$ cat src/rtl/fwd_hazard_tracker.sv
// fwd_hazard_tracker
//
// Forwarding and load-use hazard unit for the rv32i pipeline. It sits beside
// the EX stage and keeps a shadow copy of the in-flight writers in the
// downstream stages (stage 1 = MEM, stage 2 = WB, ...). Each writer entry
// holds {valid, wr, is_load, dest}.
//
// For every EX source operand it reports the youngest downstream stage that
// will write that register. It raises stall when that youngest producer is
// a load whose data is not yet available. Freeze and flush are applied to
// the shadow pipeline so that it tracks the real one.
//
// Ports:
//   clk, rst      clock and asynchronous active-high reset
//   ex_valid      EX holds a real instruction
//   ex_src        NUM_SRC packed source indices, src s at [s*REG_AW +: REG_AW]
//   ex_src_used   per-source "operand actually read" flags
//   ex_dest       EX destination register
//   ex_wr         EX instruction writes the register file
//   ex_is_load    EX instruction is a load
//   pipe_advance  pipeline moves this cycle (0 = memory freeze)
//   flush         kill the EX instruction (redirect)
//   stat_clr      synchronous clear of stall_count
//   fwd_sel       per-source select: 0 = regfile, k = stage k result
//   stall         load-use hazard, hold IF/ID/EX
//   bubble        a bubble enters stage 1 on this edge
//   stall_count   saturating count of advancing stall cycles
module fwd_hazard_tracker #(
    parameter int NUM_SRC          = 2,
    parameter int NUM_STAGES       = 2,
    parameter int LOAD_READY_STAGE = 2,
    parameter int REG_AW           = 5,
    parameter int SELW             = $clog2(NUM_STAGES + 1)
) (
    input  logic                      clk,
    input  logic                      rst,
    input  logic                      ex_valid,
    input  logic [NUM_SRC*REG_AW-1:0] ex_src,
    input  logic [NUM_SRC-1:0]        ex_src_used,
    input  logic [REG_AW-1:0]         ex_dest,
    input  logic                      ex_wr,
    input  logic                      ex_is_load,
    input  logic                      pipe_advance,
    input  logic                      flush,
    input  logic                      stat_clr,
    output logic [NUM_SRC*SELW-1:0]   fwd_sel,
    output logic                      stall,
    output logic                      bubble,
    output logic [31:0]               stall_count
);

    // Shadow writer pipeline, index 1 is the youngest (MEM) stage.
    logic [NUM_STAGES:1] valid_q, valid_d;
    logic [NUM_STAGES:1] wr_q,    wr_d;
    logic [NUM_STAGES:1] ld_q,    ld_d;
    logic [REG_AW-1:0]   dest_q [1:NUM_STAGES];
    logic [REG_AW-1:0]   dest_d [1:NUM_STAGES];

    logic [31:0]              stall_count_q, stall_count_d;
    logic [NUM_SRC*SELW-1:0]  fwd_sel_s;
    logic [NUM_SRC-1:0]       haz_s;
    logic                     stall_s;
    logic                     bubble_s;

    // Forward select and hazard detection per source operand.
    always_comb begin
        fwd_sel_s = '0;
        haz_s     = '0;
        for (int s = 0; s < NUM_SRC; s++) begin
            // Walk from oldest to youngest so the youngest match is the
            // last one written and therefore wins.
            for (int k = NUM_STAGES; k >= 1; k--) begin
                if (ex_src_used[s] && (ex_src[s*REG_AW +: REG_AW] != '0) &&
                    valid_q[k] && wr_q[k] &&
                    (dest_q[k] == ex_src[s*REG_AW +: REG_AW])) begin
                    fwd_sel_s[s*SELW +: SELW] = SELW'(k);
                    haz_s[s]                  = ld_q[k] && (k < LOAD_READY_STAGE);
                end else begin
                    haz_s[s] = haz_s[s];
                end
            end
        end
    end

    // Stall and bubble generation; flush suppresses the stall.
    always_comb begin
        stall_s  = ex_valid && !flush && (|haz_s);
        bubble_s = pipe_advance && (stall_s || flush || !ex_valid);
    end

    // Next state of the shadow pipeline: shift on advance, hold on freeze.
    always_comb begin
        valid_d = valid_q;
        wr_d    = wr_q;
        ld_d    = ld_q;
        dest_d  = dest_q;
        if (pipe_advance) begin
            for (int k = NUM_STAGES; k >= 2; k--) begin
                valid_d[k] = valid_q[k-1];
                wr_d[k]    = wr_q[k-1];
                ld_d[k]    = ld_q[k-1];
                dest_d[k]  = dest_q[k-1];
            end
            if (ex_valid && !stall_s && !flush) begin
                valid_d[1] = 1'b1;
                wr_d[1]    = ex_wr;
                ld_d[1]    = ex_is_load;
                dest_d[1]  = ex_dest;
            end else begin
                valid_d[1] = 1'b0;
                wr_d[1]    = 1'b0;
                ld_d[1]    = 1'b0;
                dest_d[1]  = '0;
            end
        end else begin
            valid_d = valid_q;
        end
    end

    // Saturating stall counter; clear takes priority over increment.
    always_comb begin
        stall_count_d = stall_count_q;
        if (stat_clr) begin
            stall_count_d = 32'd0;
        end else if (stall_s && pipe_advance && (stall_count_q != 32'hFFFF_FFFF)) begin
            stall_count_d = stall_count_q + 32'd1;
        end else begin
            stall_count_d = stall_count_q;
        end
    end

    // State registers.
    always_ff @(posedge clk or posedge rst) begin
        if (rst) begin
            valid_q       <= '0;
            wr_q          <= '0;
            ld_q          <= '0;
            for (int k = 1; k <= NUM_STAGES; k++) begin
                dest_q[k] <= '0;
            end
            stall_count_q <= 32'd0;
        end else begin
            valid_q       <= valid_d;
            wr_q          <= wr_d;
            ld_q          <= ld_d;
            for (int k = 1; k <= NUM_STAGES; k++) begin
                dest_q[k] <= dest_d[k];
            end
            stall_count_q <= stall_count_d;
        end
    end

    assign fwd_sel     = fwd_sel_s;
    assign stall       = stall_s;
    assign bubble      = bubble_s;
    assign stall_count = stall_count_q;

endmodule
$ cat config.mk
export PLATFORM = sky130hd
export DESIGN_NAME = fwd_hazard_tracker
export DESIGN_NICKNAME = d
export VERILOG_FILES = /design/src/rtl/fwd_hazard_tracker.sv
export SDC_FILE = /design/constraint.sdc
export NUM_CORES = 1
export LEC_CHECK = 0
export BUFFER_PORTS_ARGS = -buffer_cell sky130_fd_sc_hd__buf_2
export CAP_MARGIN = 40
export CORE_MARGIN = 3
export CORE_UTILIZATION = 55
export CTS_CLUSTER_DIAMETER = 80
export DETAILED_ROUTE_END_ITERATION = 7
export PLACE_DENSITY = 0.81
export SYNTH_ARGS = -nofsm -noshare
export SYNTH_HDL_FRONTEND = slang
export SYNTH_SLANG_ARGS = --single-unit
$ cat constraint.sdc
create_clock -name clk -period 3.15 [get_ports clk]
set_clock_uncertainty 0.2 [all_clocks]
set_input_delay 0.63 -clock clk [delete_from_list [all_inputs] [get_ports clk]]
set_output_delay 0.63 -clock clk [all_outputs]
set_load 0.005 [all_outputs]
# Word-level counts from Yosys, hierarchy flattened
# Cells that the tools add are included.
# op_classes
n_reduce_logical	30
n_eq_ne	5
n_mux	12
n_addsub	1
# op_table
cell	n
$mux W32	2
$add A32 B1 Y32 const B	1
$ne A32 B32 Y1 const B	1
$logic_and A1 B1 Y1	21
$eq A5 B5 Y1	4
$reduce_bool A5 Y1	2
$mux W2	4
$mux W1	5
$mux W5	1
$logic_not A1 Y1	3
$logic_or A1 B1 Y1	2
$reduce_bool A2 Y1	1
$reduce_or A2 Y1	1
# totals
ff_bits	47
word_cells	54
in_bits	25
out_inout_bits	38

# Depth between registers and ports, before layout
# Gate-level depths: netlist of run 1.
# depth
ltp_word	12
ltp_mapped	8
mapped_depth_nobuf	6

# Least setup slack after synthesis of run 1
# OpenSTA, ideal clock, no wires.
# synth_timing
path_type	input -> output
from	in ex_src[1]
to	out bubble
path_stages	5
t_required_ps	2320
path_buffers	0
slack_ps	549
t_arrival_ps	1771
path_cell_list	or4_1 -> o21ai_0 -> nor4_1 -> o21ai_2 -> a31oi_1
# synth_via
elab_chain_cells	11
elab_cells_between_ends	12
classes_between	1 x eq/ne; 1 x mux; 10 x reduce/logical
# synth_rtl
element	line_no	source
start: declaration	38	input logic [NUM_SRC*REG_AW-1:0] ex_src,
$reduce_bool A5 Y1	73	if (ex_src_used[s] && (ex_src[s*REG_AW +: REG_AW] != '0) &&
$logic_and A1 B1 Y1 (2 in a row)	73	
$logic_and A1 B1 Y1	74	valid_q[k] && wr_q[k] &&
$logic_and A1 B1 Y1 (*)	74	
$mux W1 (*)	73	
$reduce_or A2 Y1 (*)	87	stall_s = ex_valid && !flush && (|haz_s);
$logic_and A1 B1 Y1 (*)	87	
$logic_or A1 B1 Y1 (*) (2 in a row)	88	bubble_s = pipe_advance && (stall_s || flush || !ex_valid);
$logic_and A1 B1 Y1 (*)	88	
end: declaration	48	output logic bubble,
# Every way passes the cells marked *; elsewhere a longest branch is shown, timed or not.

# Final worst setup path of run 1
# Same ends and word-level chain as after synthesis.

==> out/results.ini, run 1 <==
[floorplan]
die_w_um = 78.51
num_rows = 25
io_pins = 63
die_area_um2 = 6163
core_um2 = 4911
start_util_pct = 58.88
die_height_um = 78.51

[global_routing]
grt_pass1_vias = 2384
antenna_found_initial = 0
grt_max_degree = 49
gr-total-overflow = 0
grt_pass1_wl_mm = 11.22
track_usage_pct = 22.80

[cells_and_area]
utilization_pct = 68.79
finalNetCount = 382
layout-drive-gt1-share_pct = 30.25
areaGrowthSynthToFinish_pct = 16.83
diodes = 0

[clock_tree]
cts_setup_buffers = 0
cts_tree = built
htreeDepth = 2
cts_buffer_depth = 2
hold_buffers = 0
cts_sinks = 47
ctsResizeCount = 0
clk_latency_ps = 320
cts_buffers = 5
cts.root.buffer_cell = clkbuf_8
clkTransAtPathRegs_ps = 100

[yosys]
synth_top_flop_cell = dfrtp_1
syn_avg_cell_area_um2 = 9.638
ys_ff_latch = 47
synthesis.area_um2 = 2892
synthArstFlopShare_pct = 100.0
synthesis.nets = 326
yosys.area.top_type_share_pct = 40.68
yosys_warnings = 0
netlist_top_cells_count = dfrtp_1 (47), nand2_1 (26), nor2_1 (21)
synth_seq_area_share_pct = 40.68
synth_top_cell_by_area = dfrtp_1
ys_top_cells_by_area = dfrtp_1 (41%), mux2_2 (7.8%), or4_1 (3.9%), o31ai_1 (3.6%), xnor2_1 (3.6%)
syn_inst = 300
synth_edf_count = 0
synth_most_common_cell = dfrtp_1
synth.distinct_cells = 47

[sta]
tns_ps = 0
grt_setup_unrepaired = no
hold_violations = 0
slew_violations = 0
timing.fmax_mhz = 344.5
post-route-period-util_pct = 92.14
setup_viol = 0
slew_headroom_pct = 46.38
worstMarginPinSlew_ps = 804.3
post-route-min-period_ps = 2902

[critical_path]
reg2reg_to = stall_count[2]
critPathKind = primary input to primary output
cp-start-kind = primary input
r2r_slack_ps = 510
critical_path_required_ps = 2320
reg2reg_depth = 7
critPathArrivalTime_ps = 2070
r2r-start = stall_count[5]
worst-path-max-fanout = 5
worstSetupEndpointType = primary output

[power_and_ir_drop]
finalPower_uw = 1278
max-vdd-ir-drop_mv = 0.3545
power.leakage_uw = 0.001504
p_per_area_nw_per_um2 = 378.2

[drt]
dr.pass1.iters = 4
wire_per_inst_um = 15.92
routed_wl_mm = 6.748
ant_nets = 0
vias = 2529
drc = 0
viasPerCell = 5.965
drt_iter0_drc = 126

[place]
dp_hpwl_mm = 4.797
portBuffers = 62
gp_congestion = 0.9947

[run_status]
status = completed

[flow_run]
cap_violations = 0

[hold_path]
min_path_type = primary input to async pin

-- metrics by stage --
stage / area [um2] / worst slack [ps] / instances / hold slack [ps]
2_1_floorplan: 2892 / 549.4 / 300 / 302.7
4_1_cts: 3378 / 248.5 / 424 / 181.5
3_3_place_gp: 3214 / 277.2 / 415 / 334.0
5_1_grt: 3378 / 57.63 / 424 / 197.6
3_5_place_dp: 3242 / 239.8 / 416 / 337.8
6_report: 3378 / 247.5 / 424 / 163.4
-- logic make-up after synthesis --
group | count (synthesis) | share of synthesized area, %
AND/OR/NAND/NOR | 138 | 28.04
AO/OA/AOI/OAI | 50 | 11.77
flip-flops | 47 | 40.68
buffers and inverters | 23 | 4.716
multiplexers | 21 | 8.308
XOR/XNOR | 20 | 6.058
adder cells (fa/ha/maj) | 1 | 0.4326
-- flip-flops by register name (all words and copies together) (netlist names) --
signal	count
dest_q	10
stall_count	32
wr_q	2
ld_q	1
valid_q	2
-- report_power, final --
part	switching, uW	internal [uW]	total, uW	leakage [uW]
Combinational	60.9	48.0	109	0.000791
Clock	219	316	536	0.0000644
Sequential	17.2	616	633	0.000649
Total	297	980	1280	0.00150
-- final cells by class --
type                       count  area [um2]
clock buffer                   5       68.82
clock inverter                 3       67.56
fill                         398        1533
inverter                       4       15.01
multi-input combinational    230        1579
sequential                    47        1176
tap                           67       83.83
timing repair buffer          68       387.9
-- worst max-delay path by stage --
stage	from	endpoint	cells past startpoint	slack (ps)
2_1_floorplan	ex_src[1]	bubble	5	550
3_3_place_gp	ex_src[1]	bubble	7	280
3_5_place_dp	ex_src[1]	bubble	7	240
4_1_cts	ex_src[1]	bubble	7	250
5_1_grt	dest_q[7]	stall	6	60
6_report	ex_src[1]	bubble	7	250
-- worst max-delay path, stage by stage --
cell     delay, ps
buf_2          120
or4_1          550
o21ai_0        220
nor4_1         130
o21ai_2        190
a31oi_1        100
buf_2          130
-- cell usage in the layout, fill, tap and decap left out, types with 11 or more instances in the layout --
master,n
a21oi_1,17
dfrtp_1,47
or4_1,15
o31ai_1,14
nor2b_1,14
nand3_1,13
nand2_1,26
nor2_1,21
buf_2,62
nor4_1,11
xnor2_1,12
mux2_2,20
-- routing by layer --
layer / GRT usage (%) / share of wire (%) / wire length [um] / up-vias
met2: 36.08 / 49 / 3273 / 65
met5: 0 / 0 / 0 / -
met4: 8.217 / 1.5 / 101 / 0
met3: 4.931 / 4.9 / 332 / 13
met1: 30.74 / 45 / 3039 / 1228
li1: - / - / - / 1223
Note: power is estimated with default switching activity, not from simulation.
==> inputs of run 2 (changes only) <==
--- a/config.mk
+++ b/config.mk
@@ -5,13 +5,14 @@
 export SDC_FILE = /design/constraint.sdc
 export NUM_CORES = 1
 export LEC_CHECK = 0
+export ABC_AREA = 1
 export BUFFER_PORTS_ARGS = -buffer_cell sky130_fd_sc_hd__buf_2
 export CAP_MARGIN = 40
 export CORE_MARGIN = 3
-export CORE_UTILIZATION = 55
+export CORE_UTILIZATION = 56
 export CTS_CLUSTER_DIAMETER = 80
 export DETAILED_ROUTE_END_ITERATION = 7
-export PLACE_DENSITY = 0.81
+export PLACE_DENSITY = 0.83
 export SYNTH_ARGS = -nofsm -noshare
 export SYNTH_HDL_FRONTEND = slang
 export SYNTH_SLANG_ARGS = --single-unit
==> out/results.ini, run 2 <==
[run_status]
status = completed

[sta]
worstMarginPinSlew_ps = 570.8
slew_violations = 0
worst_hold_slack_ps = 178.4
tns_ps = 0
timing.fmax_mhz = 376.6
post-route-period-util_pct = 84.30
hold_violations = 0
setup_viol = 0
grt_setup_unrepaired = no
post-route-min-period_ps = 2656
slew_headroom_pct = 61.89

[yosys]
synth_edf_count = 0
ys_top_cells_by_area = dfrtp_1 (35%), nand2_1 (16%), nand3_1 (12%), inv_1 (6.9%), xor2_1 (5.1%)
netlist_top_cells_count = nand2_1 (143), nand3_1 (81), inv_1 (63)
synthArstFlopShare_pct = 100.0
yosys.area.top_type_share_pct = 34.55
synthesis.area_um2 = 3405
synth_top_flop_cell = dfrtp_1
synthesis.nets = 530
ys_ff_latch = 47
synth_most_common_cell = nand2_1
syn_inst = 504
synth_top_cell_by_area = dfrtp_1
synth_seq_area_share_pct = 34.55
synth.distinct_cells = 33
syn_avg_cell_area_um2 = 6.755
yosys_warnings = 0

[clock_tree]
cts_buffer_depth = 2
cts_tree = built
cts_sinks = 47
cts_setup_buffers = 0
htreeDepth = 2
ctsResizeCount = 0
cts.root.buffer_cell = clkbuf_8
clkTransAtPathRegs_ps = 80
clk_latency_ps = 300
cts_buffers = 5
hold_buffers = 0

[drt]
dr.pass1.iters = 4
wire_per_inst_um = 14.10
routed_wl_mm = 8.951
viasPerCell = 5.365
vias = 3407
ant_nets = 0
drt_iter0_drc = 244
drc = 0

[floorplan]
core_um2 = 5709
die_w_um = 83.97
die_area_um2 = 7051
io_pins = 63
num_rows = 27
die_height_um = 83.97
start_util_pct = 59.63

[cells_and_area]
areaGrowthSynthToFinish_pct = 13.93
layout-drive-gt1-share_pct = 18.65
utilization_pct = 67.94
final_common_cell = nand2_1
diodes = 0
layout_common_cells = nand2_1 (143), nand3_1 (81), inv_1 (62), buf_2 (62), dfrtp_1 (47)
finalNetCount = 588
largest_register_ffs = 32

[hold_path]
min_path_type = primary input to async pin

[critical_path]
worstSetupEndpointType = primary output
critPathKind = register to primary output
worst-path-max-fanout = 5
critPathArrivalTime_ps = 1830
cp-start-kind = register
critical_path_required_ps = 2320

[flow_run]
cap_violations = 0

[power_and_ir_drop]
p_per_area_nw_per_um2 = 314.8
max-vdd-ir-drop_mv = 0.1776
power.leakage_uw = 0.002154

[global_routing]
top_usage_layer = met2
use_met1_pct = 33.31
grt_pass1_vias = 3289
met3_usage_pct = 4.047
use_met2_pct = 45.26
track_usage_pct = 26.24
grt_max_degree = 39
grt_pass1_wl_mm = 15.36
antenna_found_initial = 0
gr-total-overflow = 0

[place]
gp_congestion = 0.9795
dp_hpwl_mm = 6.948
portBuffers = 62

-- run 2: cells by family (layout without fill, tap and decap cells) --
| kind of cell | after synthesis | count (layout) | synth area share, % |
|---|---|---|---|
| compound gates | 30 | 30 | 4.961 |
| xor+xnor | 26 | 26 | 6.689 |
| fa+ha+maj | 1 | 1 | 0.3675 |
| buf+inv | 86 | 145 | 10.58 |
| flops | 47 | 47 | 34.55 |
| simple gates | 314 | 314 | 42.85 |
-- run 2: stage by stage --
stage | power, uW | cell area (um2) | cells | worst slack [ps]
2_1_floorplan | 716.2 | 3405 | 504 | 766.5
3_3_place_gp | 761.4 | 3734 | 626 | 538.9
3_5_place_dp | 766.9 | 3761 | 627 | 527.5
4_1_cts | 1230 | 3879 | 635 | 503.0
5_1_grt | 1272 | 3879 | 635 | 332.8
6_report | 1221 | 3879 | 635 | 494.5
-- run 2: power breakdown --
group / switching (uW) / internal (uW) / leakage, uW / total (uW)
Combinational: 83.7 / 40.8 / 0.00145 / 124
Sequential: 14.2 / 616 / 0.000647 / 630
Clock: 209 / 257 / 0.0000612 / 466
-- run 2: path summary, 6_finish.rpt --
kind,endpoint,slack (ps),start,cells past startpoint
setup reg to reg,stall_count[5],930,stall_count[0],11
min in group clk,wr_q[2],290,wr_q[2],2
max in group asynchronous,dest_q[8],2060,rst,3
hold / removal,stall_count[4],180,rst,2
hold reg to reg,wr_q[2],290,wr_q[2],2
setup / recovery,stall,490,dest_q[6],7
-- run 2: worst max-delay path, cell delays in order (launching register included) --
cell,delay (ps)
dfrtp_1,430
inv_1,90
nand2_1,100
nand4_1,120
nor4_1,400
nor2_1,100
nor3_1,140
buf_2,140
-- run 2: layout make-up --
type                       instances  area (um2)
clock buffer                       6       82.58
sequential                        47        1176
timing repair buffer              66       360.3
tap                               72       90.09
multi-input combinational        371        1868
inverter                          71       266.5
fill                             517        1831
clock inverter                     2       35.03
-- run 2: per-layer routing --
layer | vias to the layer above | share of wire, %
met5 | - | 0
met4 | 0 | 2.6
met3 | 21 | 4.7
met2 | 98 | 48
met1 | 1564 | 44
li1 | 1724 | -
